## src/rtl/seg_uart_pkg.sv

```systemverilog
// seg_uart_pkg: shared FSM states, requester indices and helpers for the UART byte arbiter
package seg_uart_pkg;
  typedef enum logic [1:0] {IDLE, SEND, WAIT, GAP} state_t;
  localparam logic [1:0] REQ_FAULT = 2'd0;
  localparam logic [1:0] REQ_AUTH  = 2'd1;
  localparam logic [1:0] REQ_TELEM = 2'd2;
  function automatic logic [2:0] onehot3(input logic [1:0] idx);
    return 3'b001 << idx;
  endfunction
endpackage

```

## src/rtl/rr_arb3.sv

```systemverilog
// rr_arb3: combinational round-robin pick among three requesters, starting after last_winner
module rr_arb3 (
  input  logic [2:0] req,
  input  logic [1:0] last_winner,
  output logic       any,
  output logic [1:0] winner
);
  logic [1:0] s1, s2, s3;
  always_comb begin
    s1 = (last_winner == 2'd2) ? 2'd0 : last_winner + 2'd1;
    s2 = (s1 == 2'd2) ? 2'd0 : s1 + 2'd1;
    s3 = (s2 == 2'd2) ? 2'd0 : s2 + 2'd1;
    any = |req;
    winner = req[s1] ? s1 : req[s2] ? s2 : s3;
  end
endmodule

```

## src/rtl/uart_tx_arb.sv

```systemverilog
// uart_tx_arb: round-robin byte arbiter feeding a UART transmitter with timeout and inter-byte gap
module uart_tx_arb
  import seg_uart_pkg::*;
#(
  parameter int GAP_CYC = 16,
  parameter int TO_CYC  = 32768
) (
  input  logic       clk,
  input  logic       rst,
  input  logic [2:0] req,
  input  logic [7:0] req_data0,
  input  logic [7:0] req_data1,
  input  logic [7:0] req_data2,
  input  logic       tx_done,
  output logic [2:0] gnt,
  output logic [2:0] done,
  output logic       trmt,
  output logic [7:0] tx_data,
  output logic       busy,
  output logic       to_err
);
  localparam int TW = (TO_CYC > 2) ? $clog2(TO_CYC) : 1;
  localparam int GW = (GAP_CYC > 0) ? $clog2(GAP_CYC + 1) : 1;
  localparam logic [TW-1:0] TO_END = TW'(TO_CYC - 1);
  state_t state;
  logic [1:0] last_winner, winner;
  logic any, tx_done_q, tx_rise, to_hit, gap_end;
  logic [TW-1:0] to_cnt, to_nxt;
  logic [GW-1:0] gap_cnt;
  logic [7:0] win_data;
  rr_arb3 u_arb (.req(req), .last_winner(last_winner), .any(any), .winner(winner));
  // Timeout fires on the edge where the counter steps onto TO_CYC-1
  always_comb begin
    win_data = (winner == REQ_FAULT) ? req_data0 : (winner == REQ_AUTH) ? req_data1 : req_data2;
    tx_rise = tx_done & ~tx_done_q;
    to_nxt = to_cnt + 1'b1;
    to_hit = to_nxt == TO_END;
    gap_end = (GAP_CYC == 0) || (gap_cnt == GW'(GAP_CYC - 1));
    busy = state != IDLE;
  end
  always_ff @(posedge clk) begin
    if (rst) begin
      state <= IDLE;
      last_winner <= REQ_TELEM;
      tx_data <= '0;
      to_cnt <= '0;
      gap_cnt <= '0;
      tx_done_q <= 1'b0;
      gnt <= '0;
      done <= '0;
      trmt <= 1'b0;
      to_err <= 1'b0;
    end else begin
      tx_done_q <= tx_done;
      gnt <= '0;
      done <= '0;
      trmt <= 1'b0;
      to_err <= 1'b0;
      case (state)
        IDLE: if (any) begin
          gnt <= onehot3(winner);
          tx_data <= win_data;
          last_winner <= winner;
          state <= SEND;
        end
        SEND: begin
          trmt <= 1'b1;
          to_cnt <= '0;
          state <= WAIT;
        end
        WAIT: if (tx_rise) begin
          done <= onehot3(last_winner);
          gap_cnt <= '0;
          state <= GAP;
        end else begin
          if (to_cnt != TO_END) to_cnt <= to_nxt;
          if (to_hit) begin
            to_err <= 1'b1;
            gap_cnt <= '0;
            state <= GAP;
          end
        end
        GAP: if (gap_end) state <= IDLE;
        else gap_cnt <= gap_cnt + 1'b1;
        default: state <= IDLE;
      endcase
    end
  end
endmodule

```

## config.mk

```make
export PLATFORM = sky130hd
export DESIGN_NAME = uart_tx_arb
export DESIGN_NICKNAME = d
export VERILOG_FILES = /design/src/rtl/seg_uart_pkg.sv /design/src/rtl/rr_arb3.sv /design/src/rtl/uart_tx_arb.sv
export SDC_FILE = /design/constraint.sdc
export NUM_CORES = 1
export LEC_CHECK = 0
export CORE_UTILIZATION = 40
export CTS_BUF_LIST = sky130_fd_sc_hd__clkbuf_8
export CTS_CLUSTER_DIAMETER = 120
export CTS_CLUSTER_SIZE = 12
export DETAILED_ROUTE_END_ITERATION = 8
export GPL_ROUTABILITY_DRIVEN = 0
export GPL_TIMING_DRIVEN = 0
export PLACE_DENSITY = 0.67
export SYNTH_ARGS = -nofsm -noshare
export SYNTH_HDL_FRONTEND = slang
export SYNTH_SLANG_ARGS = --single-unit
export TNS_END_PERCENT = 5
```

## constraint.sdc

```tcl
create_clock -name clk -period 2.78 [get_ports clk]
set_input_delay 0.834 -clock clk [delete_from_list [all_inputs] [get_ports clk]]
set_output_delay 0.834 -clock clk [all_outputs]
set_load 0.02 [all_outputs]
```

==> flow_metrics.env, run 1 <==
export IMPL_boundaryPins=47
export IMPL_synth_top_area_share_pct=35.4
export IMPL_synth_seq_cells=41
export IMPL_firstDrtPassIters=4
export IMPL_rr_worst_depth=7
export IMPL_dp_cells=401
export IMPL_seqCellArea_um2=823
export IMPL_critPathLaunch="tx_done"
export IMPL_setup_viol=0
export IMPL_drc=0
export IMPL_crit_path_max_incr_delay_ns=0.44
export IMPL_overflow=0
export IMPL_crit_chain="clkdlybuf4s50_1, inv_1, o21ai_0, a41oi_2, buf_1, o21ai_0, a311oi_1"
export IMPL_clock_sinks=41
export IMPL_rsz0062_at_grt="true"
export IMPL_grt_pass1_wl_mm=10.5
export IMPL_tns_ns=0
export IMPL_fin_nets=375
export IMPL_met1_usage_pct=28.5
export IMPL_netlist_cell_type_count=56
export IMPL_num_rows=27
export IMPL_path_clk_slew_ns=0.09
export IMPL_arrival_ns=2.85
export IMPL_min_period_over_period_pct=95.0
export IMPL_postPlaceCellArea_mm2=0.00287
export IMPL_clkLatencyLatePin_ns=0.30
export IMPL_portBuffers=46
export IMPL_critPathSlowestCell="buf_1"
export IMPL_use_met3_pct=4.07
export IMPL_critPathCaptureType="flip-flop"
export IMPL_grtUsageMet2_pct=35.1
export IMPL_die_area_mm2=0.00610
export IMPL_cts_tree="done"
export IMPL_instances_no_fill=410
export IMPL_fmax_mhz=379
export IMPL_wire_per_inst_um=15.1
export IMPL_synth_common_cells="dfxtp_1, nor2_1, a21oi_1"
export IMPL_cp_start_kind="input port"
export IMPL_hp_class="flip-flop to flip-flop"
export IMPL_holdPathStages=2
export IMPL_ys_warn_count=0
export IMPL_yosys_area_top_type="dfxtp_1"
export IMPL_multi_input_area_mm2=0.00135
export IMPL_cts_path_max_buffers=2
export IMPL_finClkSkew_ns=0.0110
export IMPL_r2r_end="gap_cnt[4]"
export IMPL_fin_area_mm2=0.00304
export IMPL_power_leakage_uw=0.00110
export IMPL_antenna_found_initial=0
export IMPL_fillers=551
export IMPL_post_route_min_period_ns=2.64
export IMPL_fin_ws_ns=0.139
export IMPL_viasPerCell=5.56
export IMPL_utilization_pct=54.8
export IMPL_grt_max_degree=14
export IMPL_ant_nets=0
export IMPL_tightestPinTransition_ns=0.831
export IMPL_busiest_layer="met2"
export IMPL_hold_viol=0
export IMPL_max_cap_violations=0
export IMPL_required_ns=2.99
export IMPL_drv_slew=0
export IMPL_fp_coreArea_mm2=0.00554
export IMPL_place_ws_ns=-0.477
export IMPL_initial_core_util_pct=41.8
export IMPL_worst_slew_margin_rel_pct=44.2
export IMPL_groute_usage_overall_pct=21.7
export IMPL_path_max_fanout=10
export IMPL_synth_edf_count=0
export IMPL_syn_num_nets=321
export IMPL_die_h_um=78.1
export IMPL_grt_pass1_vias=2222
export IMPL_critical_path_class="input port to flip-flop"
export IMPL_holdPathEnd="tx_data[4]"
export IMPL_synth_area_mm2=0.00232
export IMPL_die_w_um=78.1
export IMPL_path_common_cell="o21ai_0"
export IMPL_postSynthAreaPerCell_um2=8.19
export IMPL_seq_area_frac_synth_pct=35.4
export IMPL_synthTopCellsByArea="dfxtp_1, nor2_1, a21oi_1"
export IMPL_via_count=2281
export IMPL_finalWirelength_mm=6.20
export IMPL_hpwl_mm=4.54
export IMPL_yosysMostFrequentCell="dfxtp_1"
export IMPL_synthArstFlopShare_pct=0
export IMPL_r2r_start="to_cnt[5]"
export IMPL_drtIter0Drc=113
export IMPL_synthFlopType="dfxtp_1"
export IMPL_min_from="tx_data[4]"
export IMPL_worst_ir_drop_vdd_mv=0.472
export IMPL_post_route_cells_drive_above_1_share_pct=9.76
export IMPL_netlist_instances=283
export IMPL_area_growth_pct=30.9
export IMPL_numCtsBuffers=5
export IMPL_r2r_slack_ns=0.15
export IMPL_status="completed"
export IMPL_antenna_cells=0
export IMPL_clock_root_buffer="clkbuf_8"
export IMPL_h_tree_depth=2
export IMPL_powerDensity_mw_per_mm2=711
==> registers in the layout (all words and copies together) (netlist names) <==
| name | count |
|---|---|
| gnt | 3 |
| tx_data | 8 |
| state | 2 |
| to_cnt | 15 |
| tx_done_q | 1 |
| to_err | 1 |
| trmt | 1 |
| last_winner | 2 |
| done | 3 |
| gap_cnt | 5 |
==> final cells by class <==
cell class	count	share of cell area (%)
clock buffers	5	2.27
inverters	21	2.60
repair buffers	47	15.4
plain buffers	15	3.09
flip-flops and latches	41	27.1
well taps	72	2.97
clock inverters	3	2.14
multi-input cells	206	44.4
==> critical path: cells and delay by family <==
family / cells / cell delay, ns
AOI/OAI and AO/OA: 4 / 1.08
buffers and inverters: 3 / 0.92
==> per-stage QoR <==
stage / hold WS [ns] / total power, µW
final: 0.500 / 2160
after global routing: 0.531 / 2290
after CTS: 0.503 / 2170
after detailed placement: 0.481 / 1580
after global placement: 0.465 / 1570
after floorplan: 0.463 / 1260
==> how the worst max path moves through the flow <==
stage                     slack (ns)         end
after detailed placement       -0.48  tx_data[4]
after global placement         -0.44  tx_data[4]
after CTS                       0.04  tx_data[4]
after global routing           -0.03  gap_cnt[3]
after floorplan                 0.35    state[1]
final                           0.14   to_cnt[9]
==> layout by cell type, fill, tap and decap left out, drive strengths merged, types with 13 or more instances in the layout <==
cell,instances
nand3,13
clkbuf,13
nor2,36
clkdlybuf4s50,46
o21ai,14
inv,21
dfxtp,41
a21oi,22
nand2,13
nor3,13
==> per-layer routing <==
layer,up-vias,share of wire (%)
met5,-,0
met4,0,1.4
met3,10,5.1
met2,58,48
met1,1075,45
li1,1138,-
==> report_power, final <==
part | total [µW] | internal (µW) | switching, µW
Clock | 578 | 357 | 222
Sequential | 738 | 675 | 62.4
Combinational | 843 | 357 | 486
==> repair_timing <==
action                                  CTS  global route
pin swaps                                 0             2
setup buffers                             0             1
hold buffers                              0             0
resized for setup                         1            13
endpoints found under the setup margin    9            16
==> logic make-up after synthesis <==
group | synth area share [%]
muxes | 3.89
and+or+nand+nor | 23.7
AOI/OAI and AO/OA | 24.7
buffers and inverters | 7.23
DFF | 35.4
xor gates and xnor gates | 0.756
adders and majority gates | 4.32
Note: power is estimated with default switching activity, not from simulation.
==> run 2: changes to the inputs <==
Settings changed: SKIP_CTS_REPAIR_TIMING set to 1.
Clock period 2.78 ns to 2.7 ns, I/O delays scaled along.
==> flow_metrics.env, run 2 (synthesis results as in run 1) <==
export IMPL_critPathSlowestCell="clkdlybuf4s50_1"
export IMPL_finalWirelength_mm=6.22
export IMPL_crit_chain="clkdlybuf4s50_1, nand2b_1, a21boi_0, a2bb2oi_2, clkbuf_2, nand3_1, a221oi_1"
export IMPL_post_route_min_period_ns=2.57
export IMPL_place_ws_ns=-0.533
export IMPL_rr_worst_depth=9
export IMPL_r2r_slack_ns=0.21
export IMPL_portBuffers=46
export IMPL_drv_slew=0
export IMPL_post_route_cells_drive_above_1_share_pct=10.9
export IMPL_cp_start_kind="input port"
export IMPL_via_count=2260
export IMPL_numCtsBuffers=5
export IMPL_worst_slew_margin_rel_pct=63.6
export IMPL_grt_pass1_vias=2209
export IMPL_grt_pass1_wl_mm=10.5
export IMPL_grt_max_degree=14
export IMPL_min_period_over_period_pct=95.4
export IMPL_min_from="tx_data[4]"
export IMPL_finClkSkew_ns=0.00982
export IMPL_holdPathEnd="tx_data[4]"
export IMPL_powerDensity_mw_per_mm2=731
export IMPL_final_cell_mix="clkdlybuf4s50_1, dfxtp_1, nor2_1, a21oi_1, inv_1"
export IMPL_hold_viol=0
export IMPL_crit_path_max_incr_delay_ns=0.48
export IMPL_layout_top_registers="to_cnt x15, tx_data x8, gap_cnt x5"
export IMPL_die_w_um=78.1
export IMPL_setup_viol=0
export IMPL_firstDrtPassIters=4
export IMPL_overflow=0
export IMPL_tightestPinTransition_ns=0.546
export IMPL_final_common_cell="clkdlybuf4s50_1"
export IMPL_tns_ns=0
export IMPL_boundaryPins=47
export IMPL_num_rows=27
export IMPL_area_growth_pct=31.4
export IMPL_fin_hold_ws_ns=0.500
export IMPL_drc=0
export IMPL_status="completed"
export IMPL_r2r_start="to_cnt[0]"
export IMPL_initial_core_util_pct=41.8
export IMPL_clock_root_buffer="clkbuf_8"
export IMPL_ant_nets=0
export IMPL_cts_tree="done"
export IMPL_path_max_fanout=10
export IMPL_antenna_cells=0
export IMPL_clock_sinks=41
export IMPL_groute_usage_overall_pct=21.7
export IMPL_antenna_found_initial=0
export IMPL_holdPathStages=2
export IMPL_largest_reg_flops=15
export IMPL_clkLatencyLatePin_ns=0.30
export IMPL_die_area_mm2=0.00610
export IMPL_wire_per_inst_um=15.2
export IMPL_hpwl_mm=4.54
export IMPL_fin_ws_ns=0.125
export IMPL_max_cap_violations=0
export IMPL_fin_nets=375
export IMPL_r2r_end="gap_cnt[0]"
export IMPL_h_tree_depth=2
export IMPL_utilization_pct=55.0
export IMPL_fp_coreArea_mm2=0.00554
export IMPL_cts_path_max_buffers=2
export IMPL_fmax_mhz=388
export IMPL_power_leakage_uw=0.00111
export IMPL_hp_class="flip-flop to flip-flop"
export IMPL_viasPerCell=5.51
export IMPL_critPathCaptureType="flip-flop"
export IMPL_required_ns=2.90
export IMPL_die_h_um=78.1
export IMPL_top_register="to_cnt"
export IMPL_arrival_ns=2.77
export IMPL_drtIter0Drc=120
export IMPL_path_clk_slew_ns=0.08
export IMPL_critical_path_class="input port to flip-flop"
export IMPL_worst_ir_drop_vdd_mv=0.486
## run 2: cell count changes in the layout (fill, tap and decap cells not counted)
cell      before  now
nor3_2         0    1
clkbuf_1       6    5
clkbuf_2       2    4
a21boi_2       1    2
a21boi_1       1    0
o21ai_0       12   11
o21ai_1        1    2
nor3_1        13   12
buf_1          1    0
## run 2: worst max-delay path by stage
stage / startpoint / endpoint / slack [ns] / cells past startpoint
2_1_floorplan: to_cnt[0] / state[1] / 0.27 / 9
3_3_place_gp: req[1] / tx_data[4] / -0.49 / 7
3_5_place_dp: req[1] / tx_data[4] / -0.53 / 7
4_1_cts: req[1] / tx_data[4] / -0.23 / 7
5_1_grt: to_cnt[0] / gap_cnt[3] / -0.005 / 9
6_report: req[1] / tx_data[4] / 0.13 / 7
## run 2: area by class of cell
class,instances,area [µm²]
Fill cell,550,2490
Multi-Input combinational cell,206,1360
Buffer,15,96.3
Sequential cell,41,823
Tap cell,72,90.1
Clock buffer,5,68.8
Inverter,21,78.8
Timing Repair Buffer,47,468
Clock inverter,3,65.1
## run 2: stage by stage
stage	cell area, µm²	power, µW	cells
6_report	3050	2230	410
5_1_grt	3050	2360	410
4_1_cts	3000	2230	409
3_5_place_dp	2870	1620	401
3_3_place_gp	2870	1610	401
2_1_floorplan	2320	1290	283
## run 2: layer usage
metal | part of all wire, % | GRT usage, % | vias up
met1 | 45 | 28.4 | 1053
met4 | 0.74 | 8.33 | 0
met5 | 0 | 0 | -
met2 | 48 | 35.1 | 63
met3 | 5.7 | 4.07 | 6
li1 | - | - | 1138
## run 2: critical path, delay by kind of cell
| kind | cells | cell delay, ns |
|---|---|---|
| AO/OA/AOI/OAI | 3 | 0.92 |
| AND/OR/NAND/NOR | 2 | 0.24 |
| buffers and inverters | 2 | 0.81 |
## run 2: report_power, final
| part | total, µW | switching [µW] | internal [µW] | leakage [µW] |
|---|---|---|---|---|
| Sequential | 760 | 65.0 | 695 | 0.000335 |
| Clock | 593 | 226 | 367 | 0.0000681 |
| Combinational | 874 | 501 | 372 | 0.000707 |
==> run 3: changes to the inputs <==
Settings changed: GPL_ROUTABILITY_DRIVEN 0 to unset.
==> flow_metrics.env, run 3 (synthesis results as in run 1) <==
export IMPL_setup_viol=0
export IMPL_final_cell_mix="clkdlybuf4s50_1, dfxtp_1, nor2_1, a21oi_1, inv_1"
export IMPL_largest_reg_flops=15
export IMPL_antenna_cells=0
export IMPL_grt_max_degree=15
export IMPL_clock_sinks=41
export IMPL_drtIter0Drc=146
export IMPL_die_h_um=78.1
export IMPL_boundaryPins=47
export IMPL_critPathCaptureType="flip-flop"
export IMPL_die_area_mm2=0.00610
export IMPL_path_max_fanout=9
export IMPL_portBuffers=46
export IMPL_via_count=2258
export IMPL_crit_path_max_incr_delay_ns=0.39
export IMPL_drv_slew=0
export IMPL_clkLatencyLatePin_ns=0.30
export IMPL_worst_slew_margin_rel_pct=60.4
export IMPL_post_route_min_period_ns=2.59
export IMPL_hp_class="flip-flop to flip-flop"
export IMPL_hold_viol=0
export IMPL_finalPower_uw=2260
export IMPL_grt_pass1_vias=2176
export IMPL_post_route_cells_drive_above_1_share_pct=10.3
export IMPL_fin_hold_ws_ns=0.476
export IMPL_wire_per_inst_um=14.9
export IMPL_drc=0
export IMPL_finalWeightedCongestion=0.928
export IMPL_groute_usage_overall_pct=21.7
export IMPL_path_clk_slew_ns=0.09
export IMPL_crit_chain="ha_1, clkbuf_4, nand4_4, or3_4, a2111oi_4, o211ai_1, o21ai_2, buf_4, mux2i_1, nor2_1"
export IMPL_layout_top_registers="to_cnt x15, tx_data x8, gap_cnt x5"
export IMPL_fillers=541
export IMPL_die_w_um=78.1
export IMPL_cts_tree="done"
export IMPL_h_tree_depth=2
export IMPL_critPathSlowestCell="or3_4"
export IMPL_status="completed"
export IMPL_max_cap_violations=0
export IMPL_powerDensity_mw_per_mm2=740
export IMPL_cp_start_kind="flip-flop"
export IMPL_fp_coreArea_mm2=0.00554
export IMPL_viasPerCell=5.49
export IMPL_clock_root_buffer="clkbuf_8"
export IMPL_numCtsBuffers=5
export IMPL_hpwl_mm=4.44
export IMPL_initial_core_util_pct=41.8
export IMPL_cts_path_max_buffers=2
export IMPL_ant_nets=0
export IMPL_worst_ir_drop_vdd_mv=0.452
export IMPL_required_ns=2.87
export IMPL_overflow=0
export IMPL_finClkSkew_ns=0.00630
export IMPL_tightestPinTransition_ns=0.594
export IMPL_finalWirelength_mm=6.14
export IMPL_arrival_ns=2.76
export IMPL_firstDrtPassIters=4
export IMPL_critical_path_class="flip-flop to flip-flop"
export IMPL_area_growth_pct=32.0
export IMPL_grt_pass1_wl_mm=10.4
export IMPL_final_common_cell="clkdlybuf4s50_1"
export IMPL_power_leakage_uw=0.00111
export IMPL_top_register="to_cnt"
export IMPL_fin_nets=376
export IMPL_fmax_mhz=387
export IMPL_antenna_found_initial=0
export IMPL_num_rows=27
export IMPL_min_period_over_period_pct=95.8
[run 3: critical path, delay by kind of cell (launching register included)]
family                     cells  cell delay, ns
AOI/OAI and AO/OA              3            0.84
DFF                            1            0.37
and+or+nand+nor                3            0.59
adders and majority gates      1            0.15
buffers and inverters          2            0.35
muxes                          1            0.17
[run 3: report_power, final]
group	switching, µW	leakage [µW]	internal [µW]
Sequential	64.3	0.000335	695
Combinational	502	0.000711	388
Clock	242	0.0000687	373
[run 3: per-stage QoR]
step	std cells	setup slack (ns)	TNS [ns]	util [%]	area, µm²
4_1_cts	409	-0.223	-1.66	54.3	3010
3_3_place_gp	401	-0.475	-5.78	51.8	2870
6_report	411	0.114	0	55.2	3060
5_1_grt	411	-0.00249	-0.00249	55.2	3060
2_1_floorplan	283	0.271	0	-	2320
3_5_place_dp	401	-0.561	-6.79	51.8	2870
[run 3: final timing paths]
kind,cells after the start,to,slack [ns],start
setup / recovery,10,gap_cnt[0],0.11,to_cnt[0]
hold / removal,2,tx_data[4],0.48,tx_data[4]
setup reg to reg,10,gap_cnt[0],0.11,to_cnt[0]
hold reg to reg,2,tx_data[4],0.48,tx_data[4]
[run 3: layout make-up]
cell class	instances	area, µm²	share of cell area (%)
tap	72	90.1	2.94
inverter	21	78.8	2.58
multi-input combinational	206	1360	44.4
clock buffer	5	68.8	2.25
timing repair buffer	48	475	15.5
buffer	15	95.1	3.11
clock inverter	3	68.8	2.25
sequential	41	823	26.9
[run 3: routing by layer]
layer	vias to the layer above	GRT usage, %	wire length (µm)
met4	0	6.11	53
met2	65	36.8	2980
met5	-	0	0
li1	1136	-	-
met3	7	5.35	342
met1	1050	27.2	2760
